## src/rtl/somador_pkg.sv

```systemverilog
// Shared definitions for the serial adder/subtractor: FSM states and
// helpers that derive the slice count and slice-index width from the parameters.
package somador_pkg;

   typedef enum logic [1:0] {
      IDLE = 2'd0,
      CALC = 2'd1,
      DONE = 2'd2
   } state_t;

   function automatic int calc_n(input int width, input int chunk);
      return width / chunk;
   endfunction

   // A one-slice instance still needs a 1-bit index register.
   function automatic int calc_idx_w(input int n);
      return (n <= 1) ? 1 : $clog2(n);
   endfunction

endpackage

```

## src/rtl/somador_subtrator_serial_soma_fatia.sv

```systemverilog
// Combinational CHUNK-bit ripple slice: sum and carry-out of a + b + cin.
module soma_fatia #(
   parameter int CHUNK = 8
) (
   input  logic [CHUNK-1:0] a,
   input  logic [CHUNK-1:0] b,
   input  logic             cin,
   output logic [CHUNK-1:0] sum,
   output logic             cout
);

   logic [CHUNK:0] total;

   assign total = {1'b0, a} + {1'b0, b} + {{CHUNK{1'b0}}, cin};
   assign sum   = total[CHUNK-1:0];
   assign cout  = total[CHUNK];

endmodule

```

## src/rtl/somador_subtrator_serial.sv

```systemverilog
// Multi-cycle WIDTH-bit adder/subtractor: one CHUNK-bit slice per clock through a
// single shared slice adder, carry held in a register, valid/ready on both sides.
module somador_subtrator_serial
   import somador_pkg::*;
#(
   parameter int WIDTH = 32,
   parameter int CHUNK = 8
) (
   input  logic             clk,
   input  logic             rst,
   input  logic             in_valid,
   output logic             in_ready,
   input  logic [WIDTH-1:0] a,
   input  logic [WIDTH-1:0] b,
   input  logic             sub,
   output logic             out_valid,
   input  logic             out_ready,
   output logic [WIDTH-1:0] s,
   output logic             Cout,
   output logic             ovf,
   output logic             zero,
   output logic             neg
);

   localparam int N   = calc_n(WIDTH, CHUNK);
   localparam int IW  = calc_idx_w(N);
   localparam int MSB = WIDTH - 1;

   generate
      if ((WIDTH % CHUNK) != 0) begin : g_bad_chunk
         $error("somador_subtrator_serial: WIDTH must be a multiple of CHUNK");
      end
   endgenerate

   state_t           state_reg;
   logic [WIDTH-1:0] a_reg;
   logic [WIDTH-1:0] b_reg;
   logic [WIDTH-1:0] s_reg;
   logic [WIDTH-1:0] s_next;
   logic [IW-1:0]    idx_reg;
   logic             carry_reg;
   logic             cout_reg;
   logic             ovf_reg;
   logic             zero_reg;
   logic             neg_reg;
   logic             out_valid_reg;

   logic [CHUNK-1:0] a_cur;
   logic [CHUNK-1:0] b_cur;
   logic [CHUNK-1:0] sum_cur;
   logic             cout_cur;
   logic             last_slice;

   // Select the operand slice addressed by idx; a single slice needs no mux.
   generate
      if (N == 1) begin : g_one_slice
         assign a_cur = a_reg;
         assign b_cur = b_reg;
      end else begin : g_multi_slice
         logic [CHUNK-1:0] a_sl [N];
         logic [CHUNK-1:0] b_sl [N];
         for (genvar gi = 0; gi < N; gi++) begin : g_sl
            assign a_sl[gi] = a_reg[gi*CHUNK +: CHUNK];
            assign b_sl[gi] = b_reg[gi*CHUNK +: CHUNK];
         end
         assign a_cur = a_sl[idx_reg];
         assign b_cur = b_sl[idx_reg];
      end
   endgenerate

   soma_fatia #(
      .CHUNK (CHUNK)
   ) u_fatia (
      .a    (a_cur),
      .b    (b_cur),
      .cin  (carry_reg),
      .sum  (sum_cur),
      .cout (cout_cur)
   );

   // Result with the current slice merged in, so flags see the complete value.
   always_comb begin
      s_next = s_reg;
      for (int i = 0; i < N; i++) begin
         if (idx_reg == IW'(i)) begin
            s_next[i*CHUNK +: CHUNK] = sum_cur;
         end
      end
   end

   assign last_slice = (idx_reg == IW'(N - 1));
   assign in_ready   = (state_reg == IDLE) & ~rst;

   always_ff @(posedge clk) begin
      if (rst) begin
         state_reg     <= IDLE;
         a_reg         <= '0;
         b_reg         <= '0;
         s_reg         <= '0;
         idx_reg       <= '0;
         carry_reg     <= 1'b0;
         cout_reg      <= 1'b0;
         ovf_reg       <= 1'b0;
         zero_reg      <= 1'b0;
         neg_reg       <= 1'b0;
         out_valid_reg <= 1'b0;
      end else begin
         case (state_reg)
            IDLE: begin
               if (in_valid) begin
                  // Subtraction is a + ~b + 1: invert b here, the +1 is the preset carry.
                  a_reg     <= a;
                  b_reg     <= b ^ {WIDTH{sub}};
                  carry_reg <= sub;
                  idx_reg   <= '0;
                  state_reg <= CALC;
               end
            end
            CALC: begin
               s_reg     <= s_next;
               carry_reg <= cout_cur;
               idx_reg   <= idx_reg + IW'(1);
               if (last_slice) begin
                  idx_reg       <= '0;
                  cout_reg      <= cout_cur;
                  ovf_reg       <= (a_reg[MSB] == b_reg[MSB]) & (s_next[MSB] != a_reg[MSB]);
                  zero_reg      <= ~|s_next;
                  neg_reg       <= s_next[MSB];
                  out_valid_reg <= 1'b1;
                  state_reg     <= DONE;
               end
            end
            DONE: begin
               if (out_ready) begin
                  out_valid_reg <= 1'b0;
                  state_reg     <= IDLE;
               end
            end
            default: begin
               state_reg <= IDLE;
            end
         endcase
      end
   end

   assign out_valid = out_valid_reg;
   assign s         = s_reg;
   assign Cout      = cout_reg;
   assign ovf       = ovf_reg;
   assign zero      = zero_reg;
   assign neg       = neg_reg;

endmodule

```

## config.mk

```make
export PLATFORM = sky130hd
export DESIGN_NAME = somador_subtrator_serial
export DESIGN_NICKNAME = d
export VERILOG_FILES = /design/src/rtl/somador_pkg.sv /design/src/rtl/somador_subtrator_serial_soma_fatia.sv /design/src/rtl/somador_subtrator_serial.sv
export SDC_FILE = /design/constraint.sdc
export NUM_CORES = 1
export LEC_CHECK = 0
export ABC_CLOCK_PERIOD_IN_PS = 4000
export CAP_MARGIN = 20
export CORE_AREA = 2 2 107 109
export CTS_BUF_LIST = sky130_fd_sc_hd__clkbuf_2
export CTS_CLUSTER_SIZE = 10
export DETAILED_ROUTE_END_ITERATION = 10
export DIE_AREA = 0 0 109 111
export MAX_ROUTING_LAYER = met4
export PLACE_DENSITY_LB_ADDON = 0.12
export SETUP_SLACK_MARGIN = 0.4
export SLEW_MARGIN = 30
export SYNTH_ARGS = -nofsm -noshare
export SYNTH_HDL_FRONTEND = slang
export SYNTH_SLANG_ARGS = --single-unit
```

## constraint.sdc

```tcl
create_clock -name clk -period 4 [get_ports clk]
set_input_delay 1.2 -clock clk [delete_from_list [all_inputs] [get_ports clk]]
set_output_delay 1.2 -clock clk [all_outputs]
set_load 0.005 [all_outputs]
```

==> impl_metrics.yaml <==
run_status:
  outcome: "finished clean"
cts:
  cts_root_buffer: "clkbuf_2"
  cts_sinks: 106
  cts_tree: "done"
  clk_latency_ns: 0.59
  cts_resized: 0
  cts_buffer_depth: 2
  path_clk_slew_ns: 0.28
  ctsHoldBuffers: 0
  postCtsSetupBuffers: 0
  h-tree-depth: 3
  numCtsBuffers: 9
synth:
  synth_cells: 586
  async_flop_share: 0
  synth.net_count: 668
  ys_types: 52
  postSynthAreaPerCell_um2: 8.694
  yosys_warnings: 0
  yosysSeqAreaShare: 0.4165
  ys.flop_type: "dfxtp_1"
  synthesis.area_mm2: 0.005095
  ys_ff_latch: 106
  synth-edff-count: 0
routing:
  drc_errors: 0
  first_iter_violations: 209
  drtAntennaViolNets: 0
  via_count: 4292
  drtPass1Iterations: 4
  wl_per_cell_um: 15.71
  totalWireLength_um: 12790
  vias_per_cell: 5.273
floorplan:
  row_count: 39
  die_height_um: 111
  die_area_mm2: 0.01210
  die_x_um: 109
  io_pins: 107
  initial_utilization: 0.4600
  core_mm2: 0.01108
grt:
  gr-total-overflow: 0
  grt_pass1_wl_um: 20700
  antenna_found_initial: 0
  grt_usage: 0.2252
  grt_max_degree: 71
  grt_pass1_vias: 4094
worst_setup_path:
  required_ns: 4.52
  cp.arrival_ns: 3.83
  reg2reg_slack_ns: 0.70
  endpoint_kind: "flip-flop"
  cp_max_fo: 15
  cp-start-kind: "flip-flop"
  rr_endpoint: "zero"
  timing.rr.start: "idx_reg[0]"
  worstRegToRegCells: 10
  path_class: "flip-flop to flip-flop"
finish:
  layout_common_cells: "110 x nand2_1, 105 x dfxtp_1, 104 x clkdlybuf4s50_1"
  fin_area_mm2: 0.006307
  antenna_cells: 0
  layout_commonest_cell: "nand2_1"
  areaGrowthSynthToFinish_pct: 23.80
  layoutNonFillerInstCount: 814
  fin_nets: 749
  drive_gt1_frac: 0.07452
  utilization: 0.5694
placed_design:
  place_area_mm2: 0.006198
  dp_cells: 799
  place.port_buffers: 106
  place_congestion: 0.8411
  dp_hpwl_um: 9661
sta:
  finalCriticalPeriod_ns: 3.304
  fmax_mhz: 302.6
  setup_viol: 0
  slew_violations: 0
  min_period_over_period: 0.8261
  relSlewSlack: 0.3781
  rsz0062_at_grt: "false"
  worstMarginPinSlew_ns: 0.9309
  finalHoldViolCount: 0
  final.setup_skew_ns: 0.03096
  setup_tns_ns: 0
min_path:
  hold_path_class: "flip-flop to flip-flop"
  whs_path_depth: 2
  worstHoldStart: "s[25]"
  hold_path_end: "s[25]"
job:
  cap_violations: 0
power:
  p_per_area_mw_per_mm2: 345.7
  p_leak_nw: 2.184
  ir_worst_vdd_uv: 173.6
==> stage by stage <==
stage | hold WS, ns | power (mW) | worst slack (ns)
2_1_floorplan | 0.4331 | 1.522 | 0.4520
3_3_place_gp | 0.4437 | 1.713 | 0.7073
3_5_place_dp | 0.4477 | 1.719 | 0.5921
4_1_cts | 0.4751 | 2.191 | 0.5567
5_1_grt | 0.4924 | 2.286 | 0.4040
6_report | 0.4707 | 2.181 | 0.6955
==> synthesized netlist by cell type (4+ instances only) <==
| library cell | instances | area share |
|---|---|---|
| a211oi_1 | 49 | 0.072 |
| a21oi_1 | 61 | 0.060 |
| a31oi_1 | 4 | 0.0049 |
| and2_1 | 4 | 0.0049 |
| clkbuf_1 | 36 | 0.027 |
| dfxtp_1 | 106 | 0.42 |
| ha_1 | 11 | 0.027 |
| inv_1 | 13 | 0.0096 |
| mux4_2 | 16 | 0.071 |
| nand2_1 | 110 | 0.081 |
| nand2b_1 | 4 | 0.0049 |
| nand3_1 | 4 | 0.0039 |
| nor2_1 | 61 | 0.045 |
| nor2b_1 | 4 | 0.0049 |
| nor3_1 | 7 | 0.0069 |
| o21ai_0 | 5 | 0.0049 |
| o221ai_1 | 4 | 0.0069 |
| xnor2_1 | 37 | 0.064 |
==> worst max-delay path, stage by stage (launching register included) <==
cell and delay, ns:
dfxtp_1 0.50, buf_6 0.25, mux4_2 0.57, fa_1 0.49, xnor2_1 0.18, buf_4 0.17
a32oi_1 0.12, nor4_2 0.32, o2111ai_1 0.15, a2111o_1 0.31, o31ai_1 0.19
==> where the power goes <==
group	leakage (nW)	switching, mW	total [mW]	internal (mW)
Clock	0.0628	0.347	0.483	0.137
Sequential	0.869	0.0414	1.16	1.12
Combinational	1.25	0.280	0.533	0.252
==> metal layers <==
| layer | track usage | share of wire | vias to the layer above |
|---|---|---|---|
| met1 | 0.2988 | 0.46 | 1969 |
| met4 | 0.07094 | 0.014 | 0 |
| met2 | 0.3594 | 0.48 | 108 |
| li1 | - | - | 2201 |
| met3 | 0.02528 | 0.040 | 14 |
| met5 | - | 0 | - |
==> worst max-delay path by stage <==
stage,slack (ns),start,end,cells past startpoint
final,0.70,idx_reg[0],zero,10
after global routing,0.40,idx_reg[0],zero,13
after CTS,0.56,idx_reg[0],zero,11
after detailed placement,0.59,idx_reg[0],zero,11
after global placement,0.71,idx_reg[0],zero,11
after floorplan,0.45,idx_reg[0],zero,14
==> cell families after synthesis <==
kind of cell / after synthesis / synth area share
simple gates: 209 / 0.1763
compound gates: 144 / 0.1815
flops: 106 / 0.4165
buf+inv: 59 / 0.05133
xor+xnor: 38 / 0.06680
mux: 17 / 0.07269
fa+ha+maj: 13 / 0.03487
==> area by class of cell <==
class	instances	area, um^2
clock buffer	9	45.04
sequential	106	2123
tap	143	178.9
fill	1086	4770
timing repair buffer	114	1130
inverter	15	58.81
clock inverter	6	58.81
multi-input combinational	421	2713
No activity file was read; power rests on OpenSTA's default activity.
